[src/rtl/ecc_scrub_scheduler.sv]
// Background ECC scrub sequencer: round-robin over pending banks, read/check/write-back on a shared port.
// Optional macro ECC_SCRUB_WRITEBACK_EN enables write-back of corrected words; otherwise runs patrol-only.
module ecc_scrub_scheduler #(
    parameter int NumBanks  = 6,
    parameter int AddrWidth = 10,
    parameter int DataWidth = 39,
    localparam int BankWidth = $clog2(NumBanks)
) (
    input  logic                 clk_i,
    input  logic                 rst_i,
    input  logic [NumBanks-1:0]  scrub_trigger_i,
    input  logic [NumBanks-1:0]  bank_busy_i,
    output logic                 scrub_req_o,
    output logic [BankWidth-1:0] scrub_bank_o,
    output logic [AddrWidth-1:0] scrub_addr_o,
    output logic                 scrub_we_o,
    output logic [DataWidth-1:0] scrub_wdata_o,
    input  logic                 scrub_gnt_i,
    input  logic                 scrub_rvalid_i,
    input  logic [DataWidth-1:0] scrub_rdata_i,
    input  logic [1:0]           scrub_err_i,
    output logic [NumBanks-1:0]  scrub_fix_o,
    output logic [NumBanks-1:0]  scrub_uncorr_o,
    output logic [NumBanks-1:0]  pending_o,
    output logic                 busy_o
);

`ifdef ECC_SCRUB_WRITEBACK_EN
    typedef enum logic [1:0] {IDLE, READ, WAIT, WRITE} state_t;
`else
    typedef enum logic [1:0] {IDLE, READ, WAIT} state_t;
`endif

    state_t                     state_reg, state_next;
    logic [NumBanks-1:0]        pending_reg, pending_next;
    logic [BankWidth-1:0]       sel_reg, sel_next;
    logic [BankWidth-1:0]       last_reg, last_next;
    logic [AddrWidth-1:0]       addr_reg, addr_next;
    logic [NumBanks-1:0]        fix_reg, fix_next;
    logic [NumBanks-1:0]        uncorr_reg, uncorr_next;
    logic [NumBanks-1:0]        clear_mask;
    logic [NumBanks-1:0]        sel_onehot;
    logic [NumBanks*AddrWidth-1:0] ptr_flat;
    logic [AddrWidth-1:0]       pick_ptr;
    logic [BankWidth-1:0]       pick;
    logic                       pick_valid;
    logic                       finish;
    logic                       req_active;
    int                         idx;

    // Per-bank word pointers; advance only when that bank's sequence completes.
    for (genvar gi = 0; gi < NumBanks; gi++) begin : g_ptr
        logic [AddrWidth-1:0] ptr_q;
        always_ff @(posedge clk_i or posedge rst_i) begin
            if (rst_i) begin
                ptr_q <= '0;
            end else if (finish && sel_reg == BankWidth'(gi)) begin
                ptr_q <= ptr_q + 1'b1;
            end
        end
        assign ptr_flat[gi*AddrWidth +: AddrWidth] = ptr_q;
    end

    // Scan from farthest to nearest so the first pending bank after last_served wins.
    always_comb begin
        pick_valid = 1'b0;
        pick       = '0;
        idx        = 0;
        for (int off = NumBanks; off >= 1; off--) begin
            idx = (int'(last_reg) + off) % NumBanks;
            if (pending_reg[BankWidth'(idx)]) begin
                pick_valid = 1'b1;
                pick       = BankWidth'(idx);
            end
        end
    end

    always_comb begin
        pick_ptr = '0;
        for (int i = 0; i < NumBanks; i++) begin
            if (pick == BankWidth'(i)) pick_ptr = ptr_flat[i*AddrWidth +: AddrWidth];
        end
    end

`ifdef ECC_SCRUB_WRITEBACK_EN
    logic [DataWidth-1:0] wdata_reg, wdata_next;
    assign req_active = (state_reg == READ) || (state_reg == WRITE);
`else
    logic unused_rdata;
    assign unused_rdata = ^scrub_rdata_i;
    assign req_active   = (state_reg == READ);
`endif

    assign scrub_req_o = req_active && !bank_busy_i[sel_reg];

    always_comb begin
        state_next  = state_reg;
        sel_next    = sel_reg;
        addr_next   = addr_reg;
        last_next   = last_reg;
        clear_mask  = '0;
        fix_next    = '0;
        uncorr_next = '0;
        finish      = 1'b0;
        sel_onehot  = NumBanks'(1) << sel_reg;
`ifdef ECC_SCRUB_WRITEBACK_EN
        wdata_next  = wdata_reg;
`endif
        case (state_reg)
            IDLE: begin
                if (pick_valid) begin
                    sel_next   = pick;
                    addr_next  = pick_ptr;
                    clear_mask = NumBanks'(1) << pick;
                    state_next = READ;
                end
            end
            READ: begin
                if (scrub_req_o && scrub_gnt_i) state_next = WAIT;
            end
            WAIT: begin
                if (scrub_rvalid_i) begin
                    if (scrub_err_i[1]) begin
                        uncorr_next = sel_onehot;
                        finish      = 1'b1;
                    end else if (scrub_err_i[0]) begin
`ifdef ECC_SCRUB_WRITEBACK_EN
                        wdata_next = scrub_rdata_i;
                        state_next = WRITE;
`else
                        fix_next = sel_onehot;
                        finish   = 1'b1;
`endif
                    end else begin
                        finish = 1'b1;
                    end
                end
            end
`ifdef ECC_SCRUB_WRITEBACK_EN
            WRITE: begin
                if (scrub_req_o && scrub_gnt_i) begin
                    fix_next = sel_onehot;
                    finish   = 1'b1;
                end
            end
`endif
            default: state_next = IDLE;
        endcase
        if (finish) begin
            state_next = IDLE;
            last_next  = sel_reg;
        end
        // A trigger coinciding with selection re-arms the bank.
        pending_next = (pending_reg & ~clear_mask) | scrub_trigger_i;
    end

    always_ff @(posedge clk_i or posedge rst_i) begin
        if (rst_i) begin
            state_reg   <= IDLE;
            pending_reg <= '0;
            sel_reg     <= '0;
            last_reg    <= BankWidth'(NumBanks - 1);
            addr_reg    <= '0;
            fix_reg     <= '0;
            uncorr_reg  <= '0;
        end else begin
            state_reg   <= state_next;
            pending_reg <= pending_next;
            sel_reg     <= sel_next;
            last_reg    <= last_next;
            addr_reg    <= addr_next;
            fix_reg     <= fix_next;
            uncorr_reg  <= uncorr_next;
        end
    end

`ifdef ECC_SCRUB_WRITEBACK_EN
    always_ff @(posedge clk_i or posedge rst_i) begin
        if (rst_i) wdata_reg <= '0;
        else       wdata_reg <= wdata_next;
    end
    assign scrub_we_o    = (state_reg == WRITE);
    assign scrub_wdata_o = wdata_reg;
`else
    assign scrub_we_o    = 1'b0;
    assign scrub_wdata_o = '0;
`endif

    assign scrub_bank_o   = sel_reg;
    assign scrub_addr_o   = addr_reg;
    assign scrub_fix_o    = fix_reg;
    assign scrub_uncorr_o = uncorr_reg;
    assign pending_o      = pending_reg;
    assign busy_o         = (state_reg != IDLE);

endmodule
[config.mk]
export PLATFORM = sky130hd
export DESIGN_NAME = ecc_scrub_scheduler
export DESIGN_NICKNAME = d
export VERILOG_FILES = /design/src/rtl/ecc_scrub_scheduler.sv
export SDC_FILE = /design/constraint.sdc
export NUM_CORES = 1
export LEC_CHECK = 0
export CORE_UTILIZATION = 46
export CTS_CLUSTER_SIZE = 8
export DETAILED_ROUTE_END_ITERATION = 10
export PLACE_DENSITY_LB_ADDON = 0.25
export SLEW_MARGIN = 25
export SYNTH_ARGS = -nofsm -noshare
export SYNTH_HDL_FRONTEND = slang
export SYNTH_SLANG_ARGS = --single-unit
export TNS_END_PERCENT = 50
[constraint.sdc]
create_clock -name clk_i -period 3.5 [get_ports clk_i]
set_input_delay 0.7 -clock clk_i [delete_from_list [all_inputs] [get_ports clk_i]]
set_output_delay 0.7 -clock clk_i [all_outputs]
set_load 0.02 [all_outputs]
* Word-level counts from Yosys, hierarchy flattened
Cells that the tools add are included.
** Operators by class
- Div/mod/pow operators :: 6
- Eq/ne operators :: 15
- Magnitude comparators :: 7
- Mux-type cells :: 53
- Shifts and indexed selects :: 2
- Bitwise gates (word level) :: 3
- $add $sub $neg :: 12
- Reduce and logical (&&, ||, !) cells :: 15
** Operators by type and width (number)
- $mod 32x4->32 const B :: 6
- $add 10x1->10 const B :: 6
- $mux 10 :: 6
- $mux 6 :: 9
- $lt 3x5->1 const B :: 6
- $bmux 1 s3 :: 7
- $mux 1 :: 21
- $mux 3 :: 6
- $add 3x3->4 const B :: 3
- $eq 3x2->1 const B :: 4
- $eq 3x3->1 const B :: 4
- $shl 1x3->6 const A :: 2
- $add 3x2->4 const B :: 2
- $logic_and 1x1->1 :: 8
- $and 6x6->6 :: 1
- $eq 3x1->1 const B :: 2
- $logic_not 3->1 :: 2
- $mux 2 :: 3
- $not 6->6 :: 1
- $or 6x6->6 :: 1
- $pmux 2 s3 :: 1
- $add 3x1->4 const B :: 1
- $lt 3x4->1 const B :: 1
- $ne 3x2->1 const B :: 1
- 9 further kinds :: 9
** Storage, ports and cells
- Flip-flop bits (word level) :: 96
- Input port bits :: 57
- Output and inout port bits :: 73
- Word-level logic and storage cells :: 126

* Depth between registers and ports, before layout
Gate-level depths: netlist (run 1).
- Depth in word-level cells :: 18
- Gate-level depth with buffers :: 17
- Gate-level depth less buffers :: 15

* Worst setup path after synthesis (run 1)
Ideal clock, no wire load.
- Path kind :: reg-to-reg
- Start point :: register last_reg[0]
- End point :: register addr_reg[0], in the netlist scrub_addr_o[0]
- Path slack :: -336 ps
- Buffers on the path :: 3
- Required time :: 3381 ps
- Stages on the path, launching flop included :: 18
- Arrival time :: 3718 ps
- Period minus slack after synthesis :: 3836 ps
- Cell sequence :: dfstp_2 -> buf_6 -> buf_6 -> inv_1 -> ha_1 -> xnor2_2 -> ha_1 -> nor2b_1 -> and2_4 -> a211o_1 -> a32oi_1 -> a31oi_2 -> a21oi_2 -> a31oi_4 -> buf_4 -> mux2i_1 -> o21ai_1 -> o21a_1
** On the way
- Cells in the longest elaborated chain, start to end :: 18
- Elaborated cells between the ends (all ways) :: 55
** RTL lines
- from (decl) :: line 37 : logic [BankWidth-1:0] last_reg, last_next;
- from (signal assigned) :: line 162 : last_reg <= BankWidth'(NumBanks - 1);
- from (signal assigned) :: line 170 : last_reg <= last_next;
- $add 3x3->4 :: line 70 : idx = (int'(last_reg) + off) % NumBanks;
- $mod 32x4->32 :: line 70
- $bmux 1 s3 :: line 71 : if (pending_reg[BankWidth'(idx)]) begin
- $mux 1 (not written as such) (2 in a row) :: line 71
- $mux 3 (6 in a row) :: line 71
- $logic_not 3->1 :: line 81 : if (pick == BankWidth'(i)) pick_ptr = ptr_flat[i*AddrWidth +: AddrWidth];
- $mux 10 (6 in a row) :: line 81
- to (signal assigned) :: line 171 : addr_reg <= addr_next;
- to (decl) :: line 38 : logic [AddrWidth-1:0] addr_reg, addr_next;
Parallel ways exist; a longest one is shown, timed or not. The select of a mux whose other input is x is not followed.
A chain may end at the register's enable or synchronous reset.

* Worst setup path after layout (run 1)
- Start point :: register last_reg[2]
- End point :: register addr_reg[0], in the netlist scrub_addr_o[0]
The elaborated chain is that of the path after synthesis.

==> results.ini, run 1 <==
[status]
outcome = complete, but fails checks
violations = setup timing

[sta]
skew_ns = 0.00562
fin_ws_ns = -0.0293
finalSetupViolations = 7
max_freq_mhz = 283
tightestPinTransition_ns = 0.706
fin_crit_ns = 3.53
fin_setup_tns_ns = -0.133
slew_viol_final = 0
fin_crit_sh = 1.01
holdWs_ns = 0.476
rsz0062_at_grt = true
relSlewSlack = 0.529
hold_viol = 0

[cells_and_area]
design_area_sq_um = 7570
regMostFlops = g_ptr.ptr_q
diodes = 0
area_growth_pct = 28.7
final_cell_mix = 94 x dfrtp_1, 54 x buf_4, 50 x clkdlybuf4s50_1
n_fill_cell = 994
nets = 766
drive_above_1_share = 0.232
layout_commonest_cell = dfrtp_1
largest_register_ff_count = 60

[logic_synthesis]
ys_ff_latch = 96
synth.largest_area_cell = dfrtp_1
synth-async-reset-ratio = 1.00
synth-edff-count = 0
synth_area_sq_um = 5880
synth-simple-area-share = 0.185
synth_top_cell_area_share = 0.400
synth_compound_area_frac = 0.142
yosysWarnings = 0
synthXorXnorAreaFrac = 0.0879
synth.area.top_cells = dfrtp_1 40%, buf_4 5.2%, xnor2_1 5.2%
synth.distinct_cells = 84
synthAdderAreaFrac = 0.0425
synth_seq_area_share = 0.409
muxShareOfSynthArea = 0.0521
synth_flop_cell = dfrtp_1
synth_top_family_by_area = simple AND/OR/NAND/NOR gates
synth_cells = 577
syn_area_per_cell_sq_um = 10.2

[global_routing]
antenna_found_initial = 0
track_usage = 0.235
grt_pass1_vias = 4741
grt_overflow = 0
grt_pass1_wl_um = 23800
grt_max_degree = 57

[clock_tree]
htree_levels = 3
cts_inserted_buffers = 9
clkSinkCount = 96
cts_tree = done
cts.clk_slew.worst_paths_ns = 0.07
clkLatencyLatePin_ns = 0.35
postCtsHoldBufs = 0
clk_path_buf_depth = 2
clock-root-buffer = clkbuf_16

[routing]
drt_iter0_drc = 313
dr.pass1.iters = 5
wire_per_inst_um = 17.1
totalWireLength_um = 14800
vias = 4760
drtAntennaViolNets = 0
drc = 0
via_per_inst = 5.52

[critical_path]
worstPathCellList = inv_1, ha_1, a211o_1, or3_1, buf_4, nand3_1, buf_4, a31oi_4, buf_6, a31oi_4, buf_6, mux2i_4, o21ai_2, o21a_1
crit_buf_inv = 5
max_stage_delay_ns = 0.55
cp_max_fo = 6
worst-path-stages = 14
slowest_stage = dfstp_2
endpoint_kind = register
r2r_start = last_reg[2]$_DFFE_PP1P_
critical_path_arrival_ns = 3.77
cp-start-kind = register
worstPathRequired_ns = 3.74
critical_path_class = register to register
cp-endpoint = scrub_addr_o[0]$_DFFE_PP0P_
path_delay_family = compound AO/OA/AOI/OAI gates
reg2reg_slack_ns = -0.03
timing.rr.end = scrub_addr_o[0]$_DFFE_PP0P_
worst_r2r_path_depth = 14
cp-startpoint = last_reg[2]$_DFFE_PP1P_

[pwr]
seqPwrFrac = 0.168
powerDensity_nw_per_um2 = 1200
combPwrFrac = 0.715
ir_drop_mv = 0.547
switching_share = 0.444
p_clk_frac = 0.118
p_int_uw = 5060
leakage_uw = 0.00339
power_switching_uw = 4030

[flow_run]
drv_cap = 0

[worst_hold_path]
min_path_type = register to register

[placement]
post_dp_cell_area_sq_um = 6900
place_congestion = 0.905
hpwl_um = 10900
port_buffers = 50

[floorplanning]
die_y_um = 115
initial_utilization = 0.480
die_area_sq_um = 13200
row_count = 40
die_w_um = 115
fp.coreArea_sq_um = 12300
pin_count = 130

[synthesized netlist by cell type (all sizes together) (10+ instances only)]
cell and n:
nor3 11, xor2 20, a21oi 12, mux2i 10, o22ai 10, mux2 14
and3 17, dfrtp 94, ha 20, inv 19, and2 11, nor2 41
nand4 28, nand2 38, nand3 20, buf 49, a21o 10, o21ai 12
xnor2 36
[routing by layer]
layer  vias to the layer above  share of wire  wire length [um]  global-route usage
li1                       2230              -                 -                   -
met1                      2363           0.46              6760               0.312
met5                         -              0                 0                   0
met2                       142           0.47              6890               0.382
met3                        25          0.054               798              0.0474
met4                         0          0.022               328              0.0840
[power groups by stage]
| stage | registers, uW | clock network [uW] | logic [uW] |
|---|---|---|---|
| after floorplan | 1590 | 0 | 3510 |
| after global placement | 1520 | 0 | 5330 |
| after detailed placement | 1530 | 0 | 5440 |
| after CTS | 1520 | 1080 | 5980 |
| after global routing | 1540 | 1130 | 6940 |
| final | 1520 | 1070 | 6500 |
[repair_timing]
| action | in CTS | in global routing |
|---|---|---|
| gates resized for setup | 30 | 15 |
| pin swaps | 13 | 11 |
| buffers inserted | 5 | 5 |
| cloned | 0 | 1 |
| setup endpoints to repair | 14 | 16 |
[per-stage QoR]
stage | utilization | total power (uW) | worst slack, ns | instances
2_1_floorplan | - | 5100 | -0.118 | 616
3_3_place_gp | 0.563 | 6840 | -0.119 | 836
3_5_place_dp | 0.563 | 6960 | -0.203 | 836
4_1_cts | 0.606 | 8570 | 0.00137 | 856
5_1_grt | 0.617 | 9610 | -0.154 | 862
6_report | 0.617 | 9090 | -0.0293 | 862
[final cells by class]
type | count | area [sq um] | share of cell area
clock buffer | 11 | 243 | 0.0321
clock inverter | 5 | 78.8 | 0.0104
inverter | 20 | 81.3 | 0.0107
multi-input combinational | 446 | 3460 | 0.457
sequential | 96 | 2400 | 0.318
tap | 168 | 210 | 0.0278
timing repair buffer | 116 | 1090 | 0.145
[logic make-up after synthesis]
group,Yosys count
AO/OA/AOI/OAI,107
XOR/XNOR,56
adder cells (fa/ha/maj),20
buffers and inverters,74
flip-flops,96
multiplexers,26
other,1
AND/OR/NAND/NOR,197
[how the worst min path moves through the flow]
stage / cells past startpoint / slack [ns] / start / to
finish: 1 / 0.48 / g_ptr[2].ptr_q[9]$_DFFE_PP0P_ / g_ptr[2].ptr_q[9]$_DFFE_PP0P_
CTS: 1 / 0.47 / g_ptr[2].ptr_q[9]$_DFFE_PP0P_ / g_ptr[2].ptr_q[9]$_DFFE_PP0P_
floorplan: 1 / 0.44 / g_ptr[1].ptr_q[9]$_DFFE_PP0P_ / g_ptr[1].ptr_q[9]$_DFFE_PP0P_
global route: 1 / 0.49 / g_ptr[0].ptr_q[9]$_DFFE_PP0P_ / g_ptr[0].ptr_q[9]$_DFFE_PP0P_
detailed placement: 1 / 0.47 / g_ptr[2].ptr_q[9]$_DFFE_PP0P_ / g_ptr[2].ptr_q[9]$_DFFE_PP0P_
global placement: 1 / 0.46 / g_ptr[2].ptr_q[9]$_DFFE_PP0P_ / g_ptr[2].ptr_q[9]$_DFFE_PP0P_
Power figures use the tool's default switching activity.
==> inputs of run 2 (changes only) <==
--- a/config.mk
+++ b/config.mk
@@ -13,4 +13,3 @@
 export SYNTH_ARGS = -nofsm -noshare
 export SYNTH_HDL_FRONTEND = slang
 export SYNTH_SLANG_ARGS = --single-unit
-export TNS_END_PERCENT = 50
==> run 2 against run 1 <==
The flow still finishes with violations (setup timing). Highest routed layer unchanged. Global-route usage fell by 0.39 points. Total power up 7.0%. Sequential share of layout area shrank 0.69 points. Die area did not move. Flip-flop and latch count did not move.
==> results.ini, run 2 (same netlist as run 1, synthesis figures left out) <==
[status]
outcome = complete, but fails checks
violations = setup timing

[cells_and_area]
regMostFlops = g_ptr.ptr_q
design_area_sq_um = 7740  ; +2.3%
largest_register_ff_count = 60  ; unchanged
fin_util = 0.631  ; +0.0140
final_cell_mix = 93 x dfrtp_1, 50 x clkdlybuf4s50_1, 50 x buf_4
nets = 767  ; +0.13%
n_fill_cell = 976  ; -1.8%
drive_above_1_share = 0.267  ; +0.0346
layout_commonest_cell = dfrtp_1
diodes = 0  ; unchanged
area_growth_pct = 31.6

[critical_path]
reg2reg_slack_ns = -0.11  ; -0.08 ns
worst_r2r_path_depth = 15  ; +1
worstPathRequired_ns = 3.75  ; about the same
cp-start-kind = register
critical_path_arrival_ns = 3.85  ; +0.08 ns
timing.rr.end = scrub_addr_o[0]$_DFFE_PP0P_
cp_max_fo = 6  ; unchanged
r2r_start = last_reg[0]$_DFFE_PP1P_
endpoint_kind = register
critical_path_class = register to register

[global_routing]
grt_pass1_vias = 4539  ; -4.3%
grt_max_degree = 50  ; -12%
grt_pass1_wl_um = 23600  ; -1.1%
antenna_found_initial = 0  ; unchanged
track_usage = 0.231  ; -0.00389
grt_overflow = 0  ; unchanged

[routing]
totalWireLength_um = 14800  ; +0.21%
met3_length_um = 845  ; +5.9%
via_per_inst = 5.47  ; -0.92%
dr.pass1.iters = 4  ; -1
maxUsedRoutingLayer = met4
wire_per_inst_um = 17.2  ; +0.21%
wl_met1_um = 6650  ; -1.6%
dr_wl_met2_um = 7070  ; +2.7%
drt_iter0_drc = 275  ; -12%
drc = 0  ; unchanged
vias = 4716  ; -0.92%
drtAntennaViolNets = 0  ; unchanged

[pwr]
switching_share = 0.446  ; +0.00184
power_switching_uw = 4330  ; +7.4%
p_int_uw = 5390  ; +6.6%
p_clk_frac = 0.103  ; -0.015
seqPwrFrac = 0.157  ; -0.011
powerDensity_nw_per_um2 = 1260  ; +4.6%
leakage_uw = 0.00343  ; +1.2%
combPwrFrac = 0.740  ; +0.025
ir_drop_mv = 0.648  ; +18%

[placement]
port_buffers = 50  ; unchanged
post_dp_cell_area_sq_um = 6870  ; -0.44%
place_congestion = 0.961  ; +6.2%
hpwl_um = 10600  ; -3.1%

[worst_hold_path]
whs_path_depth = 1  ; unchanged
min_from = g_ptr[1].ptr_q[9]$_DFFE_PP0P_
whs_endpoint = g_ptr[1].ptr_q[9]$_DFFE_PP0P_
min_path_type = register to register

[sta]
slew_viol_final = 0  ; unchanged
hold_viol = 0  ; unchanged
max_freq_mhz = 277  ; -2.1%
fin_ws_ns = -0.106  ; -0.0766 ns
tightestPinTransition_ns = 0.632  ; -0.0739 ns
finalSetupViolations = 9  ; +2
fin_crit_sh = 1.03  ; +0.0219
rsz0062_at_grt = true
relSlewSlack = 0.566  ; +0.0372
skew_ns = 0.00944  ; +0.00382 ns
fin_crit_ns = 3.61  ; +0.0766 ns

[clock_tree]
postCtsHoldBufs = 0  ; unchanged
clk_path_buf_depth = 2  ; unchanged
htree_levels = 3  ; unchanged
cts_inserted_buffers = 9  ; unchanged
cts.clk_slew.worst_paths_ns = 0.07  ; about the same
clock-root-buffer = clkbuf_16
clkSinkCount = 96  ; unchanged
cts_tree = done
clkLatencyLatePin_ns = 0.35  ; about the same

[flow_run]
drv_cap = 0  ; unchanged

[floorplanning]
pin_count = 130  ; unchanged
row_count = 40  ; unchanged
die_y_um = 115  ; unchanged
initial_utilization = 0.480  ; unchanged
die_area_sq_um = 13200  ; unchanged
die_w_um = 115  ; unchanged
fp.coreArea_sq_um = 12300  ; unchanged

==> run 2: stage by stage <==
stage | TNS, ns | instances | setup WS [ns] | total power, uW | hold WS [ns]
floorplan | -1.28 | 616 | -0.118 | 5100 | 0.441
global placement | -0.395 | 832 | -0.0888 | 6780 | 0.456
detailed placement | -1.01 | 832 | -0.173 | 6880 | 0.456
CTS | -0.0150 | 852 | -0.0120 | 8400 | 0.472
global route | -2.38 | 862 | -0.222 | 10300 | 0.499
finish | -0.522 | 862 | -0.106 | 9720 | 0.478
==> run 2: worst max path at each step <==
stage / startpoint / endpoint / slack, ns / depth (start not counted)
after global placement: last_reg[0]$_DFFE_PP1P_ / scrub_addr_o[0]$_DFFE_PP0P_ / -0.09 / 15
after floorplan: last_reg[0]$_DFFE_PP1P_ / scrub_addr_o[8]$_DFFE_PP0P_ / -0.12 / 17
after CTS: last_reg[0]$_DFFE_PP1P_ / scrub_addr_o[6]$_DFFE_PP0P_ / -0.01 / 15
final: last_reg[0]$_DFFE_PP1P_ / scrub_addr_o[0]$_DFFE_PP0P_ / -0.11 / 15
after global routing: last_reg[0]$_DFFE_PP1P_ / scrub_addr_o[0]$_DFFE_PP0P_ / -0.22 / 15
after detailed placement: last_reg[2]$_DFFE_PP1P_ / scrub_addr_o[6]$_DFFE_PP0P_ / -0.17 / 16
==> run 2: area by class of cell <==
class / instances / area (sq um) / share of cell area
repair buffers: 117 / 1140 / 0.147
clock inverters: 2 / 38.8 / 0.00501
flip-flops and latches: 96 / 2410 / 0.311
clock buffers: 13 / 260 / 0.0336
well taps: 168 / 210 / 0.0272
multi-input cells: 446 / 3600 / 0.466
inverters: 20 / 81.3 / 0.0105
==> run 2: critical path: stages (launching register included) <==
cell        delay, ns
dfstp_2          0.60
clkinvlp_4       0.15
ha_4             0.20
xnor2_4          0.16
ha_4             0.28
nor2b_4          0.04
and2_4           0.16
a211o_1          0.27
a32oi_2          0.29
a31oi_4          0.16
buf_6            0.15
a31oi_4          0.32
buf_6            0.20
mux2i_4          0.26
o21ai_2          0.08
o21a_1           0.17
==> run 2: routing by layer <==
layer | track usage | vias up
met4 | 0.0667 | 0
met5 | 0 | -
met3 | 0.0438 | 18
met1 | 0.327 | 2335
met2 | 0.362 | 135
li1 | - | 2228
==> run 2: power groups by stage <==
stage / Sequential, uW / Clock (uW) / Combinational, uW
after floorplan: 1590 / 0 / 3510
after global placement: 1520 / 0 / 5260
after detailed placement: 1530 / 0 / 5360
after CTS: 1520 / 1020 / 5860
after global routing: 1550 / 1070 / 7660
final: 1520 / 1000 / 7200
==> run 2: timing repair <==
item	in CTS	in global routing
setup buffers	5	9
setup endpoints to repair	13	16
resized for setup	25	54
pin swaps	10	28
cloned	0	2
